<file path="src/rtl/keypad_scanner.sv">
// 4x4 matrix keypad scanner: walks a low column across the keypad, snapshots
// the rows into a 16-bit frame, and debounces presses/releases across whole frames.
module keypad_scanner #(
  parameter int unsigned SCAN_DIV        = 50000,
  parameter int unsigned DEBOUNCE_FRAMES = 4
) (
  input  logic       clk,
  input  logic       rst,
  input  logic [3:0] row,
  output logic [3:0] col,
  output logic [3:0] value,
  output logic       key_flag,
  output logic       key_held
);

  localparam int unsigned SLOT_W = (SCAN_DIV > 1) ? $clog2(SCAN_DIV) : 1;
  localparam logic [SLOT_W-1:0] SLOT_LAST = SLOT_W'(SCAN_DIV - 1);
  localparam logic [3:0] DEB_LAST = 4'(DEBOUNCE_FRAMES);

  typedef enum logic [1:0] {
    IDLE,
    PRESS_CHK,
    PRESSED,
    REL_CHK
  } state_e;

  // Frame bit index {row, col} to key code.
  function automatic logic [3:0] key_code(input logic [3:0] idx);
    case (idx)
      4'd0:    key_code = 4'h1;
      4'd1:    key_code = 4'h2;
      4'd2:    key_code = 4'h3;
      4'd3:    key_code = 4'hA;
      4'd4:    key_code = 4'h4;
      4'd5:    key_code = 4'h5;
      4'd6:    key_code = 4'h6;
      4'd7:    key_code = 4'hB;
      4'd8:    key_code = 4'h7;
      4'd9:    key_code = 4'h8;
      4'd10:   key_code = 4'h9;
      4'd11:   key_code = 4'hC;
      4'd12:   key_code = 4'hE;
      4'd13:   key_code = 4'h0;
      4'd14:   key_code = 4'hF;
      default: key_code = 4'hD;
    endcase
  endfunction

  logic [SLOT_W-1:0] slot_q, slot_d;
  logic [1:0]        col_idx_q, col_idx_d;
  logic [3:0]        col_q, col_d;
  logic [15:0]       frame_q, frame_d;
  logic [3:0]        cnt_q, cnt_d;
  logic [3:0]        cand_q, cand_d;
  logic [3:0]        value_q, value_d;
  logic              flag_q, flag_d;
  logic              held_q, held_d;
  state_e            state_q, state_d;

  logic              sample_c;
  logic              frame_end_c;
  logic [15:0]       frame_now_c;
  logic [4:0]        hits_c;
  logic [3:0]        hit_idx_c;
  logic              none_c;
  logic              single_c;
  logic [3:0]        code_c;

  assign sample_c    = (slot_q == SLOT_LAST);
  assign frame_end_c = sample_c && (col_idx_q == 2'd3);

  // Snapshot including the rows of the column currently driven.
  always_comb begin
    frame_now_c = frame_q;
    for (int r = 0; r < 4; r++) begin
      frame_now_c[{r[1:0], col_idx_q}] = ~row[r];
    end
  end

  // Classify the frame: count of set bits and position of the last one.
  always_comb begin
    hits_c    = '0;
    hit_idx_c = '0;
    for (int i = 0; i < 16; i++) begin
      if (frame_now_c[i]) begin
        hits_c    = hits_c + 5'd1;
        hit_idx_c = 4'(i);
      end
    end
  end

  assign none_c   = (hits_c == 5'd0);
  assign single_c = (hits_c == 5'd1);
  assign code_c   = key_code(hit_idx_c);

  always_comb begin
    slot_d    = slot_q + SLOT_W'(1);
    col_idx_d = col_idx_q;
    col_d     = col_q;
    frame_d   = frame_q;
    state_d   = state_q;
    cnt_d     = cnt_q;
    cand_d    = cand_q;
    value_d   = value_q;
    flag_d    = 1'b0;
    held_d    = held_q;

    if (sample_c) begin
      slot_d    = '0;
      col_idx_d = col_idx_q + 2'd1;
      col_d     = ~(4'(1) << col_idx_d);
      frame_d   = frame_end_c ? 16'h0000 : frame_now_c;
    end

    if (frame_end_c) begin
      case (state_q)
        IDLE: begin
          if (single_c) begin
            if (DEB_LAST == 4'd1) begin
              value_d = code_c;
              flag_d  = 1'b1;
              held_d  = 1'b1;
              cnt_d   = '0;
              state_d = PRESSED;
            end else begin
              cand_d  = code_c;
              cnt_d   = 4'd1;
              state_d = PRESS_CHK;
            end
          end
        end
        PRESS_CHK: begin
          if (single_c && (code_c == cand_q)) begin
            if (cnt_q + 4'd1 == DEB_LAST) begin
              value_d = cand_q;
              flag_d  = 1'b1;
              held_d  = 1'b1;
              cnt_d   = '0;
              state_d = PRESSED;
            end else begin
              cnt_d = cnt_q + 4'd1;
            end
          end else if (single_c) begin
            cand_d = code_c;
            cnt_d  = 4'd1;
          end else begin
            cnt_d   = '0;
            state_d = IDLE;
          end
        end
        PRESSED: begin
          // Extra keys while held (rollover) never re-trigger.
          if (none_c) begin
            if (DEB_LAST == 4'd1) begin
              held_d  = 1'b0;
              cnt_d   = '0;
              state_d = IDLE;
            end else begin
              cnt_d   = 4'd1;
              state_d = REL_CHK;
            end
          end
        end
        REL_CHK: begin
          if (none_c) begin
            if (cnt_q + 4'd1 == DEB_LAST) begin
              held_d  = 1'b0;
              cnt_d   = '0;
              state_d = IDLE;
            end else begin
              cnt_d = cnt_q + 4'd1;
            end
          end else begin
            cnt_d   = '0;
            state_d = PRESSED;
          end
        end
        default: begin
          cnt_d   = '0;
          state_d = IDLE;
        end
      endcase
    end
  end

  always_ff @(posedge clk) begin
    if (!rst) begin
      slot_q    <= '0;
      col_idx_q <= 2'd0;
      col_q     <= 4'b1110;
      frame_q   <= '0;
      cnt_q     <= '0;
      cand_q    <= '0;
      value_q   <= 4'h0;
      flag_q    <= 1'b0;
      held_q    <= 1'b0;
      state_q   <= IDLE;
    end else begin
      slot_q    <= slot_d;
      col_idx_q <= col_idx_d;
      col_q     <= col_d;
      frame_q   <= frame_d;
      cnt_q     <= cnt_d;
      cand_q    <= cand_d;
      value_q   <= value_d;
      flag_q    <= flag_d;
      held_q    <= held_d;
      state_q   <= state_d;
    end
  end

  assign col      = col_q;
  assign value    = value_q;
  assign key_flag = flag_q;
  assign key_held = held_q;

endmodule

</file>
<file path="config.mk">
export PLATFORM = sky130hd
export DESIGN_NAME = keypad_scanner
export DESIGN_NICKNAME = d
export VERILOG_FILES = /design/src/rtl/keypad_scanner.sv
export SDC_FILE = /design/constraint.sdc
export NUM_CORES = 1
export LEC_CHECK = 0
export BUFFER_PORTS_ARGS = -buffer_cell sky130_fd_sc_hd__buf_2
export CAP_MARGIN = 20
export CORE_MARGIN = 2
export CORE_UTILIZATION = 25
export CTS_BUF_LIST = sky130_fd_sc_hd__clkbuf_16
export CTS_CLUSTER_SIZE = 12
export DETAILED_ROUTE_END_ITERATION = 12
export PLACE_DENSITY = 0.45
export SYNTH_ARGS = -nofsm -noshare
export SYNTH_HDL_FRONTEND = slang
export SYNTH_SLANG_ARGS = --single-unit
</file>
<file path="constraint.sdc">
create_clock -name clk -period 10.3 [get_ports clk]
set_input_delay 0.515 -clock clk [delete_from_list [all_inputs] [get_ports clk]]
set_output_delay 0.515 -clock clk [all_outputs]
set_load 0.005 [all_outputs]
</file>
-- After elaboration in Yosys (flattened, before gate mapping)
Memories as Yosys holds them, arrays and structs flattened.
Index checks and enable logic that the tools add are counted.
- input bits: 6
- output and inout port bits: 10
- memory bits (read-only): 64
- register bits after elaboration: 54
- memories kept: 1
- memory list (memory ; depth ; width ; rd ports ; clocked after memory_dff ; wr ports ; RTL line ; text):
    (name not given) ; 16 ; 4 ; 1 ; 0 ; 0 ; 29 ; case (idx)
- shift operators: 1
- reduce and logical (&&, ||, !) cells: 17
- eq/ne operators: 18
- muxes and demuxes: 68
- add/sub/neg operators: 18
- bitwise logic cells: 6
- order comparisons: 8
- operators with widths (kind ; number):
    2-to-1 mux 4 bit ; 21
    adder 5 x 1 -> 5 bit (second input constant) ; 15
    2-to-1 mux 5 bit ; 15
    bitwise mux 16 bit ; 4
    adder 16 x 1 -> 16 bit (second input constant) ; 1
    equality test 16 bit (second input constant) ; 1
    2-to-1 mux 16 bit ; 1
    case mux 4 bit (4 select lines) ; 1
    2-to-1 mux 2 bit ; 7
    inequality test 2 bit (second input constant) ; 7
    2-to-1 mux 1 bit ; 12
    AND reduction 6 bit ; 2
    < comparator 4 x 5 -> 1 bit (second input constant) ; 2
    inequality test 3 bit (second input constant) ; 3
    demux 1 bit (select 2 bit) ; 4
    >= comparator 4 x 1 -> 1 bit (second input constant) ; 2
    case mux 2 bit (4 select lines) ; 1
    case mux 4 bit (2 select lines) ; 1
    AND reduction 4 bit ; 2
    equality test 2 bit (second input constant) ; 3
    logical AND 1 bit ; 6
    AND reduction 3 bit ; 2
    equality test 5 x 1 -> 1 bit (second input constant) ; 1
    zero test 5 bit ; 1
    other kinds (16) ; 21

-- Depth between registers and ports, before layout
- word-level depth: 43
- depth in mapped cells: 54

-- Worst setup path after synthesis
No wires, ideal clock.
- path type: register to register
- start: register col_idx_q[0]
- end: register cnt_q[1]
- cell stages (with the launch flop): 52
- data required time: 10.183 ns
- path slack: 0.338 ns
- arrival time: 9.844 ns
- library setup time: 0.117 ns
- buffers on the path: 0
- cell sequence: dfxtp_1 inv_1 ha_1 or2_1 and2_4 a221oi_2 xor2_1 ha_1 nor3b_1 a21oi_1 ha_1 nand3_1 o21ai_1 and2_1 ha_1 a21oi_1 inv_1 ha_1 (+16 left out) ha_1 a22oi_1 o31ai_1 ha_1 nor2_1 nor2_1 ha_1 nand2_1 o31ai_1 ha_1 mux2_2 ha_1 nor4_1 or3_1 nand3_1 mux2_4 o31a_1 a32o_1
- longest elaborated chain between the ends: 43
- elaborated cells on any way between the ends: 83
- classes of those cells: 15 x add/sub; 8 x order compare; 5 x eq/ne; 46 x mux; 8 x reduce/logical; 1 x memory
- RTL lines (what ; RTL line ; text):
    start, declared ; 50 ; logic [1:0] col_idx_q, col_idx_d;
    start signal, assigned ; 200 ; col_idx_q <= col_idx_d;
    < comparator 2 x 5 -> 1 bit (implied by the code) or >= comparator 2 x 1 -> 1 bit (tied branches) ; 76 ; frame_now_c[{r[1:0], col_idx_q}] = ~row[r];
    logical AND 1 bit (implied by the code) ; 76 ;
    2-to-1 mux 1 bit (implied by the code) ; 76 ;
    demux 1 bit (select 2 bit) ; 76 ;
    bitwise mux 16 bit (4 in a row) ; 76 ;
    2-to-1 mux 1 bit ; 85 ; if (frame_now_c[i]) begin
    adder 5 x 1 -> 5 bit ; 86 ; hits_c = hits_c + 5'd1;
    2-to-1 mux 5 bit ; 85 ;
    (+24 left out) ; -- ;
    adder 5 x 1 -> 5 bit ; 86 ;
    2-to-1 mux 5 bit ; 85 ;
    adder 5 x 1 -> 5 bit ; 86 ;
    2-to-1 mux 5 bit ; 85 ;
    equality test 5 x 1 -> 1 bit ; 93 ; assign single_c = (hits_c == 5'd1);
    logical AND 1 bit ; 133 ; if (single_c && (code_c == cand_q)) begin
    2-to-1 mux 4 bit ; 133 ;
    case mux 4 bit (4 select lines) ; 116 ; case (state_q)
    end signal, assigned ; 203 ; cnt_q <= cnt_d;
    end, declared ; 53 ; logic [3:0] cnt_q, cnt_d;
Parallel ways exist; a longest one is shown, timed or not.
A chain may end at the register's enable or synchronous reset.

-- Worst setup path after layout
Ends and elaborated chain as after synthesis.

==> flow_summary.json <==
{
  "grt_max_degree": 19,
  "hold_path.class": "register to register",
  "num-nets-final": 616,
  "avgSynthCellArea_sq_um": 7.96,
  "cellLeakagePower_nw": 2.03,
  "syn-num-nets": 585,
  "core-area_sq_um": 17300,
  "worst_ep_required_time_ps": 10490,
  "via_per_inst": 5.00,
  "synth_cell_type_count": 78,
  "crit_arrival_ps": 10080,
  "die_w_um": 137,
  "synth_top_flop_cell": "dfxtp_1",
  "slowest_delay_ps": 350,
  "place_area_sq_um": 4740,
  "finalSetupTns_ps": 0,
  "hold_viol": 0,
  "cp_max_fo": 6,
  "antenna_found_initial": 0,
  "cts_tree": "done",
  "drtPass1Iterations": 4,
  "start_util_pct": 25.5,
  "synth-edff-count": 0,
  "drc": 0,
  "criticalPathCategory": "register to register",
  "vias": 4058,
  "place_inst": 785,
  "maxCapViolations": 0,
  "finalCritPeriodShare_pct": 96.0,
  "ys_top_cells_by_area": "dfxtp_1 24%, ha_1 6.8%, xnor2_1 6.1%, nand2_1 5.7%, nor2_1 5.3%",
  "fin_area_sq_um": 5240,
  "wl_per_cell_um": 14.0,
  "postSynth.asyncResetShare_pct": 0,
  "wirelength_mm": 11.4,
  "fmax_ghz": 0.101,
  "synth_top_area_share_pct": 24.5,
  "slew_viol_final": 0,
  "clkSinkCount": 54,
  "n_fill_cell": 1836,
  "grt_pass1_wl_mm": 18.6,
  "setup_viol": 0,
  "grt_overflow": 0,
  "worstSetupEndpointType": "register",
  "final.min_clock_period_ps": 9890,
  "startpoint_type": "register",
  "gp_congestion": 0.819,
  "synth_area_sq_um": 4420,
  "grt_usage_pct": 12.3,
  "utilization_pct": 30.3,
  "fin_skew_ps": 3.70,
  "drtAntennaViolNets": 0,
  "fp.dieArea_sq_um": 18700,
  "antenna_cells": 0,
  "synthesis.instances": 555,
  "rows": 48,
  "final_cells": 812,
  "yosysTopAreaCell": "dfxtp_1",
  "status": "finished, final reports clean",
  "cts.clk_slew.worst_paths_ps": 70,
  "cts.htree.levels": 2,
  "layout_commonest_cell": "nand2_1",
  "slowest_stage": "ha_1",
  "ctsHoldBuffers": 0,
  "report.power.total_w": 0.000522,
  "clk_latency_ps": 290,
  "portBuffers": 15,
  "drt_iter0_markers": 228,
  "seq_area_frac_synth_pct": 24.5,
  "drive_gt1_share_pct": 17.9,
  "die_y_um": 137,
  "power_density_nw_per_um2": 99.6,
  "grt_pass1_vias": 3792,
  "root_buffer": "clkbuf_16",
  "cts_buffer_depth": 2,
  "num_io_pins": 16,
  "final_cell_mix": "65 x nand2_1, 59 x nor2_1, 53 x dfxtp_1, 40 x a21oi_1, 31 x xnor2_1",
  "crit_top_cell": "ha_1",
  "hpwl_mm": 8.47,
  "yosysWarnings": 0,
  "cts_buffers": 5,
  "worstMarginPinSlew_ps": 969,
  "synth-seq-cells": 54,
  "ir_drop_uv": 67.7,
  "area_growth_pct": 18.6,
  "relSlewSlack_pct": 34.9
}
==> worst paths after layout <==
path         slack [ps]  cells past startpoint         to          from
min reg2reg         460                      1  slot_q[0]     slot_q[0]
max reg2reg         410                     51   cnt_q[1]  col_idx_q[0]
min                 460                      1  slot_q[0]     slot_q[0]
max                 410                     51   cnt_q[1]  col_idx_q[0]
==> layout make-up <==
| type | count | area, sq um | area share [%] |
|---|---|---|---|
| clock inverter | 3 | 43.8 | 0.836 |
| multi-input combinational | 466 | 3360 | 64.2 |
| sequential | 54 | 1080 | 20.7 |
| timing repair buffer | 42 | 278 | 5.30 |
| tap | 225 | 282 | 5.38 |
| clock buffer | 5 | 125 | 2.39 |
| inverter | 17 | 63.8 | 1.22 |
==> synthesized netlist by cell type, types with 5 or more instances <==
library cell  number
nor2_1            62
inv_1             16
clkbuf_1           9
nand4_1           13
mux2i_1            6
o211ai_1           7
xor2_1            19
nand2_1           67
a21oi_1           41
ha_1              24
a21o_1             8
nor3_1            14
and3_1            10
nand3_1           22
or2_1              5
xnor2_1           31
o31ai_1           11
nand2b_1           5
o21ai_0           22
dfxtp_1           54
==> through the flow <==
stage / hold slack, ps / setup WS, ps
floorplan: 417 / 338
global placement: 431 / 84.8
detailed placement: 438 / -255
CTS: 455 / 9.15
global route: 478 / -102
finish: 455 / 414
==> critical path: cells and delay by family, from the launching register on <==
kind	cells	cell delay [ps]
xor gates and xnor gates	1	220
and+or+nand+nor	16	2100
adders and majority gates	14	3990
DFF	1	330
buffers and inverters	4	250
muxes	2	620
AOI/OAI and AO/OA	14	2280
==> cells by family after synthesis <==
family                   Yosys count  synth area share (%)
multiplexers                      11                  2.78
AO/OA/AOI/OAI                    140                  21.6
AND/OR/NAND/NOR                  227                  24.4
flip-flops                        54                  24.5
adder cells (fa/ha/maj)           24                  6.80
buffers and inverters             35                  3.57
XOR/XNOR                          64                  16.3
==> state kept, by name (all words and copies together), names as in the netlist <==
name       flops
state_q        2
key_flag       1
value          4
col            4
frame_q       16
slot_q        16
key_held       1
cand_q         4
cnt_q          4
col_idx_q      2
==> metal layers <==
metal / vias to the layer above / GRT usage, % / wire length, um
met2: 45 / 20.3 / 5360
met3: 12 / 1.59 / 251
li1: 2062 / - / -
met5: - / 0 / 0
met1: 1939 / 16.8 / 5620
met4: 0 / 3.15 / 165
==> timing repair <==
action / 4_1_cts / 5_1_grt
buffers inserted: 4 / 15
pin swaps: 3 / 22
endpoints found under the setup margin: 16 / 16
resized for setup: 9 / 31
==> where the power goes <==
| group | leakage, nW | internal [W] | total (W) | switching, W |
|---|---|---|---|---|
| clock network | 0.0842 | 0.000115 | 0.000195 | 0.0000798 |
| logic | 1.51 | 0.0000520 | 0.000116 | 0.0000640 |
| registers | 0.436 | 0.000210 | 0.000210 | 0.000000881 |
No activity file was read; power rests on OpenSTA's default activity.
